==> config.mk <==
export PLATFORM = sky130hd
export DESIGN_NAME = qcl_srff_bank
export DESIGN_NICKNAME = d
export VERILOG_FILES = /design/src/rtl/qcl_srff_bank.sv
export SDC_FILE = /design/constraint.sdc
export NUM_CORES = 1
export LEC_CHECK = 0
export CORE_MARGIN = 4
export CORE_UTILIZATION = 40
export DETAILED_ROUTE_END_ITERATION = 8
export DONT_BUFFER_PORTS = 1
export PLACE_DENSITY = 0.57
export SYNTH_ARGS = -nofsm -noshare
export SYNTH_HDL_FRONTEND = slang
export SYNTH_SLANG_ARGS = --single-unit
==> constraint.sdc <==
create_clock -name clk_i -period 4.1 [get_ports clk_i]
set_clock_uncertainty 0.1 [all_clocks]
set_input_delay 0.82 -clock clk_i [delete_from_list [all_inputs] [get_ports clk_i]]
set_output_delay 0.82 -clock clk_i [all_outputs]
set_load 0.05 [all_outputs]
==> src/rtl/qcl_srff_bank.sv <==
// ============================================================================
//  Module   : qcl_srff_bank
//  Brief    : Bank of sticky set/reset status flags. Each flag has registered
//             edge pulses, a saturating rise counter and a sticky
//             collision log. The bank also drives an OR summary output.
//             Optional auto-clear timers are enabled by QCL_SRFF_AUTOCLR_EN.
//  Revision : 1.0 - initial release
// ============================================================================
`default_nettype none

module qcl_srff_bank #(
    parameter int                    channels_p      = 4,
    parameter int                    cnt_width_p     = 8,
    parameter int                    set_wins_p      = 1,
    parameter logic [channels_p-1:0] reset_val_p     = '0,
    parameter int                    timeout_width_p = 16
) (
    input  logic                              clk_i,
    input  logic                              reset_n_i,
    input  logic [channels_p-1:0]             set_i,
    input  logic [channels_p-1:0]             clear_i,
    input  logic                              clear_all_i,
    output logic [channels_p-1:0]             data_o,
    output logic [channels_p-1:0]             rise_o,
    output logic [channels_p-1:0]             fall_o,
    output logic                              any_o,
    output logic [channels_p-1:0]             conflict_o,
    output logic [channels_p*cnt_width_p-1:0] set_cnt_o
`ifdef QCL_SRFF_AUTOCLR_EN
    ,
    input  logic [timeout_width_p-1:0]        timeout_i,
    output logic [channels_p-1:0]             timeout_o
`endif
);

    localparam logic c_set_wins = (set_wins_p != 0);

    logic [channels_p-1:0] w_nxt_vec;
    logic                  r_any;

    for (genvar c = 0; c < channels_p; c++) begin : g_ch
        logic                   w_nxt;
        logic                   w_auto;
        logic                   w_rise_nxt;
        logic                   w_fall_nxt;
        logic                   r_flag;
        logic                   r_rise;
        logic                   r_fall;
        logic                   r_conf;
        logic [cnt_width_p-1:0] r_cnt;

`ifdef QCL_SRFF_AUTOCLR_EN
        logic [timeout_width_p-1:0] r_timer;
        logic [timeout_width_p:0]   w_elapsed;
        logic                       w_tmo_nxt;
        logic                       r_tmo;

        // Elapsed cycles counting the current one; one bit wider so a
        // saturated timer can never wrap the comparison.
        always_comb begin
            w_elapsed = {1'b0, r_timer} + (timeout_width_p+1)'(1);
            w_auto    = (timeout_i != '0) && r_flag &&
                        (w_elapsed >= {1'b0, timeout_i});
            w_tmo_nxt = w_auto && !clear_all_i && !set_i[c] && !clear_i[c];
        end

        always_ff @(posedge clk_i or negedge reset_n_i) begin
            if (!reset_n_i) begin
                r_timer <= '0;
                r_tmo   <= 1'b0;
            end else begin
                r_tmo <= w_tmo_nxt;
                if (clear_all_i || !w_nxt || set_i[c])
                    r_timer <= '0;
                else if (r_timer != '1)
                    r_timer <= r_timer + timeout_width_p'(1);
            end
        end

        assign timeout_o[c] = r_tmo;
`else
        assign w_auto = 1'b0;
`endif

        // Priority: bulk clear, collision, set, clear, auto-clear, hold.
        always_comb begin
            w_nxt = r_flag;
            if (clear_all_i)
                w_nxt = reset_val_p[c];
            else if (set_i[c] && clear_i[c])
                w_nxt = c_set_wins;
            else if (set_i[c])
                w_nxt = 1'b1;
            else if (clear_i[c])
                w_nxt = 1'b0;
            else if (w_auto)
                w_nxt = 1'b0;
        end

        assign w_rise_nxt = !clear_all_i && !r_flag && w_nxt;
        assign w_fall_nxt = !clear_all_i && r_flag && !w_nxt;

        always_ff @(posedge clk_i or negedge reset_n_i) begin
            if (!reset_n_i) begin
                r_flag <= reset_val_p[c];
                r_rise <= 1'b0;
                r_fall <= 1'b0;
                r_conf <= 1'b0;
                r_cnt  <= '0;
            end else begin
                r_flag <= w_nxt;
                r_rise <= w_rise_nxt;
                r_fall <= w_fall_nxt;
                if (clear_all_i) begin
                    r_conf <= 1'b0;
                    r_cnt  <= '0;
                end else begin
                    r_conf <= r_conf | (set_i[c] & clear_i[c]);
                    if (w_rise_nxt && (r_cnt != '1))
                        r_cnt <= r_cnt + cnt_width_p'(1);
                end
            end
        end

        assign w_nxt_vec[c]                            = w_nxt;
        assign data_o[c]                               = r_flag;
        assign rise_o[c]                               = r_rise;
        assign fall_o[c]                               = r_fall;
        assign conflict_o[c]                           = r_conf;
        assign set_cnt_o[c*cnt_width_p +: cnt_width_p] = r_cnt;
    end

    always_ff @(posedge clk_i or negedge reset_n_i) begin
        if (!reset_n_i)
            r_any <= |reset_val_p;
        else
            r_any <= |w_nxt_vec;
    end

    assign any_o = r_any;

endmodule

`default_nettype wire

After elaboration in Yosys (flattened, before gate mapping)

Index checks and enable logic that the tools add are counted.

$add $sub $neg: 4
Eq/ne operators: 4
Muxes and demuxes: 28
Bitwise gates (word level): 8
Reduce and logical (&&, ||, !) cells: 38

Operators with widths:

| operator                                     | number |
|---|---|
| two-way mux 8 bit                            | 8 |
| adder 8 x 1 -> 8 bit, second input constant  | 4 |
| inequality test 8 bit, second input constant | 4 |
| logical AND 1 bit                            | 24 |
| two-way mux 1 bit                            | 20 |
| zero test 1 bit                              | 9 |
| nonzero test 2 bit                           | 4 |
| AND 1 bit                                    | 4 |
| bitwise OR 1 bit                             | 4 |
| OR reduction 4 bit                           | 1 |

Flip-flop bits (word level): 49
Input port bits: 11
Output and inout port bits: 49
Logic and storage cells: 103

Depth between registers and ports, before layout

Gate-level depths: netlist of the first run.

Depth in word-level cells: 8
Depth in mapped cells: 6
Gate-level depth less buffers: 5

Worst setup path before layout of the first run

Ideal clock, no wire load.

Path type: input port to flip-flop
Start: input port clear_all_i
End: register g_ch[0].r_cnt[7]
Setup time: 0.099 ns
Data arrival time: 1.933 ns
Required time: 3.901 ns
Setup slack: 1.968 ns
Stages: 5
Buffers on the path: 1
Cells stage by stage: buf_6 or3b_4 nor4_2 nor2_1 a311oi_1

Word-level cells in the longest chain between the ends: 5
Elaborated cells between the ends (all ways): 7
Those cells by class: mux: 2; reduce/logical: 5

RTL lines:

| what                            | RTL line | text |
|---|---|---|
| start: declaration              | 22       | `input logic clear_all_i,` |
| zero test 1 bit                 | 100      | `assign w_rise_nxt = !clear_all_i && !r_flag && w_nxt;` |
| logical AND 1 bit (2 in series) | 100      |  |
| logical AND 1 bit               | 119      | `if (w_rise_nxt && (r_cnt != '1))` |
| nonzero test 2 bit (no line)    | --       |  |
| end signal: assignment          | 120      | `r_cnt <= r_cnt + cnt_width_p'(1);` |
| end: declaration                | 50       | `logic [cnt_width_p-1:0] r_cnt;` |

Several ways; a longest one is shown, not always the timed one.
A chain may end at the register's enable or synchronous reset.

Worst setup path in the final report of the first run

Start: register g_ch[2].r_cnt[0]
End: register g_ch[2].r_cnt[7]

Word-level cells in the longest chain between the ends: 3
Elaborated cells between the ends (all ways): 6
Those cells by class: add/sub: 1; eq/ne: 1; mux: 2; reduce/logical: 2

RTL lines:

| what                                                                 | RTL line |
|---|---|
| start: declaration                                                   | 50 |
| start signal: assignment                                             | 120 |
| adder 8 x 1 -> 8 bit / inequality test 8 bit (equally long branches) | 120, 119 |
| two-way mux 8 bit / logical AND 1 bit (equally long branches)        | 119 |
| two-way mux 8 bit / nonzero test 2 bit (equally long branches)       | -- |

Several ways; a longest one is shown, not always the timed one. The select of a mux whose other input is x is not followed.

==> results of run 1 <==
==> cell families after synthesis <==
| logic type | synth area share |
|---|---|
| XOR/XNOR | 0.0215 |
| AND/OR/NAND/NOR | 0.208 |
| adder cells (fa/ha/maj) | 0.0205 |
| multiplexers | 0.0343 |
| AO/OA/AOI/OAI | 0.135 |
| buffers and inverters | 0.0793 |
| flip-flops | 0.502 |
==> flip-flops by register name (all words and copies together) (netlist names) <==
register     count
g_ch.r_cnt      32
g_ch.r_fall      4
g_ch.r_rise      4
g_ch.r_flag      4
g_ch.r_conf      4
any_o            1
==> worst min-delay path by stage <==
stage / endpoint / start
2_1_floorplan: g_ch[0].r_conf / g_ch[0].r_conf
4_1_cts: g_ch[3].r_fall / reset_n_i
6_report: g_ch[3].r_cnt[1] / reset_n_i
5_1_grt: g_ch[1].r_flag / reset_n_i
3_5_place_dp: g_ch[2].r_cnt[5] / reset_n_i
3_3_place_gp: g_ch[2].r_cnt[4] / reset_n_i
==> critical path, cell delays in order (launching register included) <==
cell and delay (ns):
dfrtp_1 0.69, ha_1 0.25, nand3_1 0.17, o21ai_1 0.52
o311ai_0 0.22, o41ai_1 0.10
==> synth_stat cells, types with 2 or more instances <==
library cell   n
dfrtp_1       49
nor2_1        22
nand2_1       21
buf_4         16
a21oi_1       15
nand3_1       13
inv_1          9
nor3_1         8
mux2i_1        5
or3_1          5
and3_1         4
ha_1           4
o21ai_0        4
a211o_1        3
a31oi_1        3
clkbuf_1       3
nor2b_1        3
xnor2_1        3
xor2_1         3
a311oi_1       2
and4_1         2
mux2_1         2
nand2b_1       2
nand4_1        2
nor3b_2        2
nor4_1         2
nor4b_1        2
o211a_1        2
o21a_1         2
o21ai_1        2
o31ai_1        2
or4_1          2
==> layer usage <==
metal	GRT usage	routed length, um	up-vias
met5	0	0	-
met4	0.0340	29	0
met3	0.0561	412	2
met2	0.232	2400	47
met1	0.191	2400	807
li1	-	-	826
==> area by class of cell <==
cell class | instances | area share
Sequential cell | 49 | 0.489
Multi-Input combinational cell | 161 | 0.409
Tap cell | 75 | 0.0374
Clock buffer | 6 | 0.0329
Inverter | 11 | 0.0170
Clock inverter | 2 | 0.0150
==> metrics by stage <==
stage	hold slack (ns)	util	cells	total power [mW]	worst slack, ns
6_report	0.106	0.424	304	0.973	1.92
5_1_grt	0.0826	0.424	304	1.01	1.75
4_1_cts	0.0935	0.424	304	0.986	1.92
3_5_place_dp	0.426	0.403	296	0.619	1.95
3_3_place_gp	0.426	0.403	296	0.618	1.98
2_1_floorplan	0.364	-	243	0.624	1.97
==> where the power goes <==
part           internal [mW]  switching [mW]  total (mW)
Combinational         0.0185          0.0238      0.0423
Clock                  0.199           0.166       0.365
Sequential             0.496          0.0694       0.566
Total                  0.713           0.260       0.973
==> flow_results.org, run 1 <==
** Run status
- Run status :: completed

** Cells and area
- Design Area, Final :: roughly 2500 um2
- The sequential cells in the finished layout cover a total of between 1000 and 1500 um2.
- Filler cells :: 584
- Fraction of final layout cells with drive strength greater than 1 :: 0.0742
- The repair_antennas step left the layout with diodes totalling 0.
- Commonest cells after routing, fill and taps aside :: 49 x dfrtp_1, 22 x nor2_1, 21 x nand2_1, 15 x a21oi_1, 13 x nand3_1
- Number of nets in the layout :: approximately 240
- Multi-input gate area :: 1020 um2
- Area Growth Syn to Fin :: 2.56%
- Leaving out fill and tap cells, the most frequent cell in the layout is dfrtp_1.

** CTS
- Clock root buffer master :: clkbuf_8
- The clock passes through at most 2 buffers.
- After clock tree synthesis, the flow added hold-fix buffers numbering 0.
- The clock tree synthesis step divided the H-tree into 2 levels.
- Clock tree from TritonCTS :: done
- The number of setup buffers added after CTS is 0.
- The clock reaches the later pin of the worst-skew pair after 0.30 ns.
- Cts bufs inserted :: 5
- After clock tree synthesis, the clock-pin slew on the worst setup and hold paths is ~0.09 ns.
- After clock tree synthesis, the repair step resized 0 gates.
- The clock net in this run drives a total of around 50 sinks.

** Global route
- Global-route wire length before repair :: just under 9000 um
- Via count of the first global-routing pass :: around 1700
- After global routing the overflow that remains totals 0.
- The number of antenna violations at the first check in global routing was 0.
- Largest net degree at the start of global routing :: 50
- Across every metal layer, demand over resource in global routing totals 0.147.

** Route
- Drt total wl :: ~5200 um
- Routed length per placed instance :: between 15 and 20 um
- Via density :: between 5 and 6
- First-pass iteration count of the detailed router :: 5
- Post-route DRC violation count :: 0
- The routed layout has approximately 1700 vias.
- Number of nets still failing antenna checks after routing :: 0
- After the first detailed-routing iteration, the DRC count stood at slightly below 60.

** Timing
- The number of hold-slack violations in the final timing report is 0.
- Adding up every negative setup slack in the final design gives 0 ns.
- At the pin with the least slew margin, the transition time is 0.686 ns.
- Fmax achieved :: ~460 MHz
- Time the worst path needs with I/O delays and setup :: about 2.2 ns
- RSZ-0062 raised after global routing :: no
- Of the available clock period, the critical path in the final layout requires 0.531.
- Count of pins over their slew limit :: 0
- Headroom to the max-slew limit came out at 0.543.
- Setup-failing EPs final :: 0

** Worst setup path
- The endpoint identified for the worst register-to-register timing path is g_ch[2].r_cnt[7].
- At the worst endpoint, the required time is 4.19 ns.
- At the worst endpoint, the arrival time is between 2 and 2.5 ns.
- Largest driver fanout on the critical path :: 8
- Startpoint-to-endpoint class of the critical path :: flip-flop to flip-flop
- The most critical setup path has its endpoint at g_ch[2].r_cnt[7].
- Counting cells, the worst reg-to-reg path comes to 5.
- Tracing the worst setup path back leads to its startpoint at g_ch[2].r_cnt[0].
- Startpoint of the worst register-to-register path :: g_ch[2].r_cnt[0]
- STA classifies the critical path startpoint as a flip-flop.
- Kind of end point of the critical path :: flip-flop
- Worst-case register-to-register setup slack :: 1.92 ns

** Synthesis
- The share of the Yosys chip area taken by registers is 0.502.
- After synthesis, the share of flip-flops with an asynchronous set or reset is 1.00.
- The synthesized design spends more area on one cell type than any other, namely dfrtp_1.
- Of the post-synthesis cell area, the dominant cell type holds 0.502.
- A synthesized cell averages about 10 um2.
- Flip-flop and latch count after synthesis :: 49
- Syn_nets :: 258
- For this run, the number of Yosys warnings is 0.
- Number of enable flip-flop cells after synthesis :: 0
- Synthesis produced 243 cells.
- After synthesis the cells add up to approximately 2400 um2.
- Top area cells in the synthesized netlist :: dfrtp_1 50%, buf_4 4.9%, nor2_1 3.4%, nand2_1 3.2%, a21oi_1 3.1%
- For this run, the leading register cell type out of synthesis is dfrtp_1.
- Yosys mapped the design onto between 50 and 60 distinct sky130hd cell types.

** Pwr
- IR analysis of the VDD net gives a maximum drop of around 0.0002 V.
- Dividing total power by cell area gives a power density of between 300 and 400 nW/um2.
- The analysis attributes to cell leakage a power of 1.12 nW.

** Die
- Width of the chip :: about 86 um
- Standard-cell rows :: 28
- The die covers around 7400 um2.
- The initial utilization of the core area, before any placement, comes to 0.413.
- For this design the top-level I/O count stands at 60.
- The floorplan step defined a core boundary enclosing approximately 5900 um2.
- In this run the vertical extent of the chip is roughly 86 um.

** Min path
- The worst hold path belongs to the class input port to asynchronous set/reset pin.

** Placed design
- The congestion estimate from routability-driven global placement came to 0.789.
- Detailed placement finished with a half-perimeter wire length of approximately 3500 um.
- The placed instances occupy a cell area of between 2000 and 2500 um2.
- PortBufs :: 0

** Run
- Across the run, the number of max-cap violations was 0.
Note: power is estimated with default switching activity, not from simulation.
==> inputs of run 2 (changes only) <==
==> constraint.sdc (replaced) <==
create_clock -name clk_i -period 2.1 [get_ports clk_i]
set_clock_uncertainty 0.1 [all_clocks]
set_input_delay 0.42 -clock clk_i [delete_from_list [all_inputs] [get_ports clk_i]]
set_output_delay 0.42 -clock clk_i [all_outputs]
set_load 0.05 [all_outputs]
==> flow_results.org, run 2 (synthesis results as in run 1) <==
** Global route
- The number of antenna violations at the first check in global routing was 0 (unchanged).
- Largest net degree at the start of global routing :: 50 (unchanged)
- The total routing usage reported by global routing came to 0.156 (+0.00943).
- Via count of the first global-routing pass :: 1858 (+11%)
- Remaining Overflow, GRT :: 0 (unchanged)
- Global-route wire length before repair :: 9190 um (+6.1%)

** Die
- Die extent in y :: 86.2 um (unchanged)
- Placeable core region :: 5920 um2 (unchanged)
- The initial standard-cell utilization of the core came to 0.413 (unchanged).
- The width of the die came to 86.2 um (unchanged).
- Standard-cell rows :: 28 (unchanged)
- Area of the die :: 7430 um2 (unchanged)
- The I/O pin count is 60 (unchanged).

** Timing
- The number of hold-slack violations in the final timing report came to 0 (unchanged).
- Fmax achieved :: 534 MHz (+16%)
- The clock period minus final worst setup slack came to 1.87 ns (-0.304 ns).
- RSZ-0062 raised after global routing :: no
- Minimum setup slack in the final design :: 0.226 ns (-1.70 ns)
- Max transition margin :: 0.645 (+0.102)
- Setup-failing EPs final :: 0 (unchanged)
- Setup TNS :: 0 ns (unchanged)
- The ratio of final minimum period to clock period was 0.893 (+0.361).
- The final number of max-transition violations was 0 (unchanged).
- The pin slew with the least headroom to its limit came to 0.532 ns (-0.154 ns).

** CTS
- Buffers inserted during post-CTS setup optimization :: 0 (unchanged)
- H-tree levels :: 2 (unchanged)
- Clock tree from TritonCTS :: done
- # clock sinks :: 49 (unchanged)
- Clock root buffer master :: clkbuf_8
- Cts bufs inserted :: 5 (unchanged)
- The maximum number of buffers from clock root to sink came to 2 (unchanged).
- The clock edge transition at the registers on the reported setup and hold paths is 0.10 ns (about the same).
- CTS resizes :: 0 (unchanged)
- The hold buffer count at cts was 2 (+2).
- Skew-Pair Late Insertion Delay :: 0.30 ns (about the same)

** Cells and area
- Multi-input gate area :: 1020 um2 (unchanged)
- Count of inserted antenna diode cells :: 0 (unchanged)
- Final core utilization :: 0.477 (+0.0533)
- The flip-flop count of the largest register after layout is 32 (unchanged).
- The fraction of layout instances using a drive strength above 1 came to 0.205 (+0.131).
- Commonest cells after routing, fill and taps aside :: 49 x dfrtp_1, 37 x buf_4, 22 x nor2_1, 21 x nand2_1, 15 x a21oi_1
- Area Growth Syn to Fin :: 15.5%
- The net count of the finished layout was 282 (+16%).
- The number of filler cells placed in the layout was 580 (-0.68%).
- The storage element area came to 1230 um2 (unchanged).
- More flip-flops sit in one register than any other, and that register is g_ch.r_cnt.
- The library cell used most frequently in the layout, excluding fill and tap cells, is dfrtp_1.

** Pwr
- The clock share of power is 0.367 (-0.008).
- Int Power :: 1.42 mW (+99%)
- Largest vdd supply drop :: 0.000314 V (+54%)
- Standby leakage power :: 1.34 nW (+19%)
- The net switching power is 539 uW (+110%).
- Proportion of power drawn by combinational gates :: 0.103 (+0.060)
- The power density of the placed cells came to 695 nW/um2 (+79%).
- The register share of total power is 0.530 (-0.051).
- The post-route total power is 1.96 mW (+100%).
- The switching power as a share of total power is 0.275 (+0.00789).

** Worst setup path
- STA classifies the critical path endpoint as a flip-flop.
- Cells on worst reg2reg path :: 4 (-1)
- The critical path data required time was 2.23 ns (-1.96 ns).
- Worst-case register-to-register setup slack :: 0.23 ns (-1.70 ns)
- The worst register-to-register path begins at g_ch[2].r_flag.
- Capture point of the worst reg-to-reg path :: g_ch[2].r_cnt[3]
- The endpoint arrival time on the critical path is 2.00 ns (-0.26 ns).
- The critical path in this run is classified as flip-flop to flip-flop.
- STA classifies the critical path startpoint as a flip-flop.
- Largest driver fanout on the critical path :: 7 (-1)

** Route
- The sum of routed wire length over all layers was 5420 um (+3.3%).
- Routed length per placed instance :: 15.8 um (-8.4%)
- Post-route DRC violation count :: 0 (unchanged)
- Starting DRC count in detailed routing :: 67 (+14%)
- The total via count in the routed design is 1883 (+12%).
- Via density :: 5.49 (-0.78%)
- First-pass iteration count of the detailed router :: 4 (-1)
- The remaining antenna violation count after routing was 0 (unchanged).

** Placed design
- The number of buffers added on ports came to 0 (unchanged).
- Placed wire-length estimate :: 3820 um (+8.3%)
- The placer congestion estimate is 0.803 (+1.8%).
- Pre-CTS setup slack :: 0.215 ns (-1.74 ns)

** Run
- The number of max-cap violations was 0 (unchanged).

** Min path
- The worst hold path terminates at g_ch[3].r_conf.
- Hold path cells :: 1
- HP Class :: input port to flip-flop
- The worst hold path begins at clear_all_i.

** Run status
- Run status :: completed
## run 2: power by group through the flow
stage          sequential, mW  combinational [mW]  clock (mW)
5_1_grt                  1.04               0.225       0.783
3_3_place_gp             1.06               0.176           0
2_1_floorplan            1.06               0.159           0
4_1_cts                  1.04               0.206       0.733
3_5_place_dp             1.06               0.178           0
6_report                 1.04               0.202       0.720
## run 2: cell type report
type	instances	share of cell area
clock inverter	2	0.0133
sequential	49	0.434
clock buffer	6	0.0293
inverter	11	0.0151
tap	75	0.0332
timing repair buffer	39	0.112
multi-input combinational	161	0.363
## run 2: worst max-delay path by stage
stage | start | to | slack [ns] | cells after the start
global route | g_ch[2].r_flag | g_ch[2].r_cnt[3] | 0.10 | 4
detailed placement | g_ch[2].r_flag | g_ch[2].r_cnt[3] | 0.21 | 4
CTS | g_ch[2].r_flag | g_ch[2].r_cnt[3] | 0.19 | 4
finish | g_ch[2].r_flag | g_ch[2].r_cnt[3] | 0.23 | 4
floorplan | g_ch[2].r_cnt[0] | g_ch[2].r_cnt[3] | 0.09 | 6
global placement | g_ch[2].r_flag | g_ch[2].r_cnt[3] | 0.28 | 4
## run 2: critical path, stage by stage (launching register included)
cell	delay (ns)
dfrtp_1	0.60
nor3b_2	0.29
o21a_1	0.33
mux2_1	0.35
mux2i_1	0.14
## run 2: stage by stage
step | hold WS (ns) | instances | cell area, um2
2_1_floorplan | 0.0244 | 243 | 2440
3_3_place_gp | 0.0257 | 333 | 2670
3_5_place_dp | 0.0255 | 333 | 2670
4_1_cts | 0.0575 | 343 | 2820
5_1_grt | 0.0397 | 343 | 2820
6_report | 0.0677 | 343 | 2820
## run 2: metal layers
| layer | wire length [um] | global-route usage | share of wire |
|---|---|---|---|
| met1 | 2380 | 0.205 | 0.44 |
| met2 | 2520 | 0.240 | 0.46 |
| met3 | 470 | 0.0580 | 0.087 |
| met4 | 51 | 0.0482 | 0.0094 |
| met5 | 0 | 0 | 0 |
==> inputs of run 3 (changes only) <==
--- a/config.mk
+++ b/config.mk
@@ -9,7 +9,7 @@
 export CORE_UTILIZATION = 40
 export DETAILED_ROUTE_END_ITERATION = 8
 export DONT_BUFFER_PORTS = 1
-export PLACE_DENSITY = 0.57
+export PLACE_DENSITY = 0.59
 export SYNTH_ARGS = -nofsm -noshare
 export SYNTH_HDL_FRONTEND = slang
 export SYNTH_SLANG_ARGS = --single-unit
==> constraint.sdc (replaced) <==
create_clock -name clk_i -period 1.5 [get_ports clk_i]
set_clock_uncertainty 0.1 [all_clocks]
set_input_delay 0.3 -clock clk_i [delete_from_list [all_inputs] [get_ports clk_i]]
set_output_delay 0.3 -clock clk_i [all_outputs]
set_load 0.05 [all_outputs]
==> flow_results.org, run 3 (synthesis results as in run 1) <==
** Timing
- The final setup violation count was 9 (+9).
- The achievable clock frequency came to 647 MHz (+21%).
- The final number of max-transition violations was 0 (unchanged).
- RSZ-0062 raised after global routing :: yes
- Max transition margin :: 0.664 (+0.0185)
- The worst hold margin was -0.419 ns (-0.486 ns).
- Setup TNS :: -0.205 ns (-0.205 ns)
- Period utilisation layout :: 1.03 (+0.138)
- The worst path setup slack after routing is -0.0460 ns (-0.272 ns).
- The pin slew with the least headroom to its limit is 0.505 ns (-0.0278 ns).
- The clock period minus final worst setup slack is 1.55 ns (-0.328 ns).
- Final hold violation count :: 49 (+49)

** CTS
- Skew-Pair Late Insertion Delay :: 0.30 ns (about the same)
- H-tree levels :: 2 (unchanged)
- Cts hold-fix bufs :: 4 (+2)
- Clock root buffer master :: clkbuf_8
- TritonCTS built the clock tree.
- Cts bufs inserted :: 5 (unchanged)
- Post-CTS clock slew at the launch and capture registers of the worst setup and hold paths :: 0.09 ns (about the same)
- # clock sinks :: 49 (unchanged)
- The maximum number of buffers from clock root to sink was 2 (unchanged).

** Pwr
- The net switching power came to 757 uW (+40%).
- The cell-internal power came to 2.07 mW (+45%).
- Largest vdd supply drop :: 0.000461 V (+47%)
- Power density over cell area :: 795 nW/um2 (+14%)
- The clock share of power is 0.349 (-0.018).
- Switching share of power :: 0.268 (-0.00692)
- The combinational fraction of design power is 0.134 (+0.031).
- Reg power frac :: 0.517 (-0.013)
- The standby leakage power came to 1.59 nW (+19%).

** Placed design
- The post-DP HPWL came to 4110 um (+7.6%).
- Pre-CTS setup slack :: -0.0699 ns (-0.285 ns)
- The placer congestion estimate was 0.773 (-3.7%).
- The number of buffers added on ports came to 0 (unchanged).

** Cells and area
- Count of inserted antenna diode cells :: 0 (unchanged)
- Number of flip-flops under the largest register name :: 32 (unchanged)
- Leaving out fill and tap cells, the most frequent cell in the layout is buf_4.
- Number of nets in the layout :: 328 (+16%)
- From synthesis to final layout, the design area changed by 45.4%.
- Counting flops per register, the top entry is g_ch.r_cnt.
- Commonest cells after routing, fill and taps aside :: 70 x buf_4, 32 x dfrtp_2, 21 x nor2_1, 17 x nand2_1, 17 x dfrtp_1
- Filler cells :: 513 (-12%)
- The fraction of layout instances using a drive strength above 1 is 0.541 (+0.336).

** Die
- The die height came to 86.2 um (unchanged).
- Standard-cell rows :: 28 (unchanged)
- The I/O pin count came to 60 (unchanged).
- The initial standard-cell utilization of the core came to 0.413 (unchanged).
- The floorplan core area is 5920 um2 (unchanged).
- The die outline area is 7430 um2 (unchanged).
- Width of the chip :: 86.2 um (unchanged)

** Worst setup path
- Series of cell instances along the critical path :: or3b_4, clkinv_4, o31ai_4, or3_1, a21oi_1
- The endpoint arrival time on the critical path came to 1.67 ns (-0.33 ns).
- STA classifies the critical path endpoint as a flip-flop.
- Startpoint-to-endpoint class of the critical path :: flip-flop to flip-flop
- The largest incremental delay on the critical path is 0.42 ns (-0.18 ns).
- The slowest stage of the critical path belongs to the cell or3b_4.
- Crit path buffers/inverters :: 1 (+1)
- The top fanout value on the critical path came to 4 (-3).
- STA classifies the critical path startpoint as a flip-flop.
- The critical path data required time was 1.62 ns (-0.61 ns).
- The kind of cell with the highest combined delay along the critical path is simple AND/OR/NAND/NOR gates.

** Route
- Number of nets still failing antenna checks after routing :: 0 (unchanged)
- The residual DRC count was 0 (unchanged).
- The number of vias per cell after detailed routing came to 5.28 (-3.9%).
- Starting DRC count in detailed routing :: 52 (-22%)
- The sum of routed wire length over all layers is 6260 um (+16%).
- Total via count in the routed design :: 2053 (+9.0%)
- The detailed-router iteration count before antenna repair is 4 (unchanged).
- The detailed-route wire length per cell is 16.1 um (+1.9%).

** Run status
- The flow ran to the end, but the final reports show violations.
- The checks that failed: negative hold slack, negative setup slack.

** Run
- The number of max-cap violations is 0 (unchanged).

** Global route
- The total routing usage reported by global routing was 0.174 (+0.0184).
- Remaining Overflow, GRT :: 0 (unchanged)
- The number of global-route vias before repair came to 2091 (+13%).
- The maximum number of pins on one net before global-route repair came to 50 (unchanged).
- Global-route wire length before repair :: 10200 um (+11%)
- The number of antenna violations at the first check in global routing was 0 (unchanged).

** Min path
- HP Class :: input port to asynchronous set/reset pin
run 3: cell count changes in the layout (fill, tap and decap cells not counted), moves of 4 or more:
cell / change
buf_4: +33
dfrtp_1: -32
dfrtp_2: +32
buf_6: +11
a21oi_1: -5
a21oi_2: +5
nand3_1: -5
ha_1: -4
ha_4: +4
nand2_1: -4
run 3: layer usage:
metal	vias up	track usage	routed length [um]
met5	-	0	0
met4	0	0.0510	54
met3	4	0.0428	360
met2	55	0.294	3200
met1	997	0.223	2640
li1	997	-	-
run 3: timing repair:
item	in CTS	in global routing
setup buffers	9	9
gates resized for setup	11	31
setup endpoints to repair	16	27
endpoints found under the hold margin	76	49
pin swaps	11	17
run 3: metrics by stage:
stage / hold slack [ns] / power (mW) / util / cells / area, um2
after floorplan: -0.0956 / 1.74 / - / 243 / 2690
after global placement: -0.0941 / 1.79 / 0.522 / 359 / 3090
after detailed placement: -0.0943 / 1.80 / 0.522 / 359 / 3090
after CTS: -0.429 / 2.83 / 0.569 / 380 / 3370
after global routing: -0.444 / 2.95 / 0.601 / 389 / 3560
final: -0.419 / 2.83 / 0.601 / 389 / 3560
run 3: power by group through the flow:
stage / clock (mW) / combinational [mW] / sequential [mW]
2_1_floorplan: 0 / 0.243 / 1.49
3_3_place_gp: 0 / 0.302 / 1.49
3_5_place_dp: 0 / 0.308 / 1.49
4_1_cts: 1.02 / 0.346 / 1.46
5_1_grt: 1.07 / 0.414 / 1.47
6_report: 0.987 / 0.378 / 1.46
run 3: final cells by class:
cell class | count | area [um2] | share of cell area
clock inverters | 1 | 30.0 | 0.00844
well taps | 75 | 93.8 | 0.0264
repair buffers | 85 | 699 | 0.197
flip-flops and latches | 49 | 1270 | 0.356
inverters | 11 | 46.3 | 0.0130
multi-input cells | 161 | 1330 | 0.375
clock buffers | 7 | 86.3 | 0.0243
run 3: worst paths after layout:
check	slack [ns]	cells past startpoint	start	to
max in group asynchronous	1.60	0	reset_n_i	g_ch[0].r_cnt[0]
hold reg to reg	0.47	1	g_ch[3].r_cnt[3]	g_ch[3].r_cnt[3]
min in group clk_i	0.03	1	clear_all_i	g_ch[1].r_flag
setup / recovery	-0.05	5	g_ch[0].r_flag	g_ch[0].r_cnt[3]
setup reg to reg	-0.05	5	g_ch[0].r_flag	g_ch[0].r_cnt[3]
hold / removal	-0.42	0	reset_n_i	g_ch[2].r_cnt[4]
run 3: worst reg2reg max path, stage by stage, from the launching register on:
cell and delay, ns:
dfrtp_1 0.38, or3b_4 0.42, clkinv_4 0.07, o31ai_4 0.06, or3_1 0.32, a21oi_1 0.12
==> edit 1 (flow settings as in run 1) <==
Change the parameter `channels_p` from 4 to 5.
--- a/src/rtl/qcl_srff_bank.sv
+++ b/src/rtl/qcl_srff_bank.sv
@@ -10,5 +10,5 @@
 
 module qcl_srff_bank #(
-    parameter int                    channels_p      = 4,
+    parameter int                    channels_p      = 5,
     parameter int                    cnt_width_p     = 8,
     parameter int                    set_wins_p      = 1,
Ports: changed (7 resized); port bits go from 60 to 74. The function was not compared with the original's and may differ.
==> edit 1 against run 1 <==
- area after synthesis up 21%
- worst setup slack worse by 0.036 ns
- global-route usage up 0.88 points
- fmax down 1.6%
- final area up 23%
- wire length up 21%
- synthesized cell count up 23%
- sequential cell count up 12
- power up 26%
==> edit 1: results (changes against run 1) <==
The total sequential power came out at 709 uW (+25%). The cell leakage power came out at 0.001405 uW (+25%). The highest ir drop seen on vdd is 0.2000 mV (-1.6%). The data arrival time of the worst path came to 2.30 ns (+0.04 ns). The total power divided by cell area is 397.2 nW/um2 (+2.3%). The pin count of the biggest net entering global routing is 62 (+24%).

The total global-route track usage is 15.55% (+0.88 points). The first-pass GRT wire length came out at 10.63 mm (+23%). The instance count after placement with tap cells included came to 372 (+26%). The number of global-route vias before repair came to 2124 (+27%).

The number of unique standard cell types used by synthesis is 45 (-20%). The measured slew at the worst slew-check pin came out at 0.6686 ns (-0.01749 ns). The power in the clock group is 464 uW (+27%). The number of detailed-route iterations in the first pass is 4 (-1). Ranked by total cell area, the synthesized netlist is headed by dfrtp_1, buf_4, nor2_1, nand3_1, mux2i_1. The count of fill cells added during filler insertion came to 731 (+25%). The clock transition at the registers of the reported paths came out at 0.07 ns (-0.02 ns). The CTS buffer count is 9 (+4). The final setup slack of the worst path came out at 1.886 ns (-0.03588 ns). The flow ran to the end, and the final reports show no timing, DRC or antenna violations. The net count after synthesis is 317 (+23%). The depth of the CTS H-tree came out at 3 (+1). The insertion delay of the later-clocked pin in the worst-skew pair is 0.33 ns (+0.03 ns).

The fraction of final layout cells sized beyond drive strength 1 is 6.969% (-0.45 points). The HPWL after detailed placement is 4.369 mm (+24%). The DRC marker count from the first detailed-route iteration is 44 (-25%). The maximum net fanout on the critical path is 5 (-3). The average wire per standard cell came out at 16.41 um (-4.9%).

Ranked by instance count, the synthesized netlist is headed by dfrtp_1, nor2_1, nand2_1, nand3_1, buf_4. The post-detailed-route via-to-cell ratio is 5.472 (-1.1%).
## edit 1: cell count changes after synthesis, sizes merged, moves of 3 or more
cell / before / now
dfrtp: 49 / 61
inv: 9 / 15
nand3: 13 / 21
a211oi: 1 / 4
nand4: 2 / 6
nor2: 22 / 32
mux2i: 5 / 10
or3: 5 / 0
and3: 4 / 10
buf: 19 / 22
## edit 1: per-layer routing
layer / wire length (um) / vias to the layer above / share of wire, %
met1: 2783 / 1030 / 44
met4: 78 / 0 / 1.2
li1: - / 1022 / -
met5: 0 / - / 0
met2: 2974 / 55 / 47
met3: 499 / 5 / 7.9
## edit 1: path summary, 6_finish.rpt
check | to | cells past startpoint
worst max-delay path | g_ch[1].r_cnt[4]$_DFFE_PN0P_ | 5
worst min-delay path | g_ch[0].r_fall$_DFF_PN0_ | 0
worst max register to register | g_ch[1].r_cnt[4]$_DFFE_PN0P_ | 5
worst min register to register | g_ch[0].r_conf$_DFF_PN0_ | 2
max in group asynchronous | g_ch[3].r_conf$_DFF_PN0_ | 0
min in group clk_i | g_ch[0].r_fall$_DFF_PN0_ | 1
## edit 1: cell type report
cell class	count	area [um2]	area share, %
clock buffers	12	155.1	5.043
flip-flops and latches	61	1526	49.61
well taps	99	123.9	4.026
multi-input cells	197	1205	39.16
clock inverters	2	10.01	0.3253
inverters	15	56.30	1.830
## edit 1: cells by family after synthesis
| group | after synthesis | synth area share [%] |
|---|---|---|
| adder cells (fa/ha/maj) | 5 | 2.108 |
| buffers and inverters | 41 | 7.967 |
| AO/OA/AOI/OAI | 52 | 11.51 |
| flip-flops | 61 | 51.43 |
| AND/OR/NAND/NOR | 122 | 21.16 |
| multiplexers | 11 | 3.752 |
| XOR/XNOR | 7 | 2.066 |
==> edit 2 (settings of run 1) <==
Without the edit above. Put one more register stage on the output `fall_o`, without a reset. The value now appears one clock later. The other outputs are not delayed to match.
--- a/src/rtl/qcl_srff_bank.sv
+++ b/src/rtl/qcl_srff_bank.sv
@@ -35,4 +35,6 @@
 
     localparam logic c_set_wins = (set_wins_p != 0);
+
+    logic [channels_p-1:0] fall_d;
 
     logic [channels_p-1:0] w_nxt_vec;
@@ -126,5 +128,5 @@
         assign data_o[c]                               = r_flag;
         assign rise_o[c]                               = r_rise;
-        assign fall_o[c]                               = r_fall;
+        assign fall_d[c]                               = r_fall;
         assign conflict_o[c]                           = r_conf;
         assign set_cnt_o[c*cnt_width_p +: cnt_width_p] = r_cnt;
@@ -140,4 +142,8 @@
     assign any_o = r_any;
 
+    always_ff @(posedge clk_i) begin
+        fall_o <= fall_d;
+    end
+
 endmodule
 
Function: changed (Yosys sat finds a counterexample within 4 cycles, from zero or initial values and one cycle with reset_n_i low).
==> edit 2 against run 1 <==
- final area down 0.70%
- wire length is 5.2% lower
- area after synthesis decreased by 0.82%
- worst setup slack lost 0.077 ns
- highest routed layer unchanged
- synthesized cell count decreased by 2.9%
- sequential cell count increased by 4
- utilization is essentially flat
- fmax decreased by 3.4%
- power fell by 3.7%
- largest power group unchanged
- final cell count shrank 0.66%
- combinational power fell by 7.8%
==> edit 2: results (changes against run 1) <==
The sum of negative setup slack is 0 ns (unchanged). The highest ir drop seen on vdd is 0.1860 mV (-8.5%). The DRC marker count from the first detailed-route iteration came out at 72 (+22%). The first-pass GRT wire length is 8.017 mm (-7.4%). The antenna diode instance count is 0 (unchanged). The largest stage delay on the critical path came out at 0.70 ns.

The flow ran to the end, and the final reports show no timing, DRC or antenna violations. The relative slew slack was 57.43% (+3.2 points). The cell family contributing the most delay on the critical path is simple AND/OR/NAND/NOR gates.

The post-cts gate resize count is 0 (unchanged). The total global-route track usage came out at 13.79% (-0.87 points). The data arrival time of the worst path is 2.35 ns (+0.09 ns). Sorting the synthesized cells by how often they occur yields dfrtp_1, nor2_1, a21oi_1, nand2_1, buf_4. The depth of the CTS H-tree is 2 (unchanged).

The final estimated routing congestion in global placement came out at 0.7598 (-3.7%). The number of detailed-route iterations in the first pass came out at 4 (-1). The wire length after detailed routing was 4.974 mm (-5.2%). The count of synthesis-stage warnings from yosys came to 0 (unchanged).

The net count after synthesis came out at 251 (-2.7%). The final design area excluding fillers is 2490 um2 (-0.70%). The register with the highest flop count is g_ch.r_cnt. The via count is 1708 (+1.5%). The HPWL after detailed placement is 3.336 mm (-5.4%). Yosys attributes the largest share of cell area to dfrtp_1, nor2_1, buf_4, a21oi_1, dfxtp_1. The cell at the slowest stage of the critical path is dfrtp_1. The pin count of the biggest net entering global routing is 50 (unchanged). The design internal power was 677.0 uW (-5.1%). The fraction of final layout cells sized beyond drive strength 1 was 3.965% (-3.5 points). The maximum net fanout on the critical path is 4 (-4). The critical path launch point is g_ch[1].r_cnt[0]$_DFFE_PN0P_. The initial antenna violation count was 0 (unchanged). The depth of the worst register-to-register path is 4 (-1). Clock tree synthesis selected as its root buffer the cell clkbuf_8. The class of the tightest hold or removal check is primary input to async pin. The share of synthesized flip-flops with an asynchronous set or reset is 92.45% (-7.5 points). The CTS buffer count was 5 (unchanged). The number of unique standard cell types used by synthesis came to 42 (-25%). The post-CTS setup-driven buffer insertion count was 0 (unchanged).

The worst-case clock buffer depth is 2 (unchanged). The number of I/O port buffers came to 0 (unchanged). The flip-flop count of the largest register, all copies and words added is 32 (unchanged).

The clock transition at the registers of the reported paths came to 0.09 ns (about the same). The net total in the final layout is 241 (-0.82%). The cell leakage power is 0.001060 uW (-5.3%). The insertion delay of the later-clocked pin in the worst-skew pair came out at 0.30 ns (about the same). The post-synthesis sequential area ratio came out at 53.87% (+3.7 points). The number of global-route vias before repair was 1550 (-7.4%).
edit 2: final cells by class:
class / count / area (um2)
Fill cell: 578 / 3396
Sequential cell: 53 / 1306
Multi-Input combinational cell: 155 / 968.4
Tap cell: 75 / 93.84
Clock buffer: 8 / 80.08
Inverter: 11 / 41.29
edit 2: through the flow:
stage	hold WS, ns	setup WS (ns)	util [%]	power (uW)	std cells
finish	0.1042	1.845	42.30	936.8	302
global route	0.07490	1.661	42.30	980.0	302
CTS	0.09261	1.848	42.30	950.9	302
detailed placement	0.2293	1.865	40.94	663.4	294
global placement	0.2261	1.896	40.94	662.5	294
floorplan	0.2242	1.973	-	667.0	236
edit 2: path summary, 6_finish.rpt:
path	to	slack (ns)
setup reg to reg	g_ch[1].r_cnt[6]$_DFFE_PN0P_	1.85
setup / recovery	g_ch[1].r_cnt[6]$_DFFE_PN0P_	1.85
hold / removal	g_ch[2].r_cnt[7]$_DFFE_PN0P_	0.10
hold reg to reg	fall_o[1]$_DFF_P_	0.25
min in group clk_i	fall_o[1]$_DFF_P_	0.25
max in group asynchronous	g_ch[0].r_cnt[4]$_DFFE_PN0P_	3.71
edit 2: power groups by stage:
stage | registers, uW | logic, uW | clock network [uW]
floorplan | 593 | 73.9 | 0
global placement | 624 | 38.7 | 0
detailed placement | 625 | 38.8 | 0
CTS | 614 | 39.3 | 298
global route | 616 | 44.8 | 319
finish | 613 | 39.0 | 285
edit 2: metal layers:
metal | GRT usage [%] | wire length [um]
met1 | 17.93 | 2219
met5 | 0 | 0
met3 | 5.860 | 438
met2 | 20.81 | 2268
met4 | 4.317 | 47
edit 2: cell families (layout without fill, tap and decap cells):
group           after synthesis  after routing  share of synthesized area (%)
fa+ha+maj                     4              4                          2.064
compound gates               47             47                          12.74
xor+xnor                      5              5                          1.806
buf+inv                      28             19                          6.192
flops                        53             53                          53.87
simple gates                 92             92                          20.43
mux                           7              7                          2.890
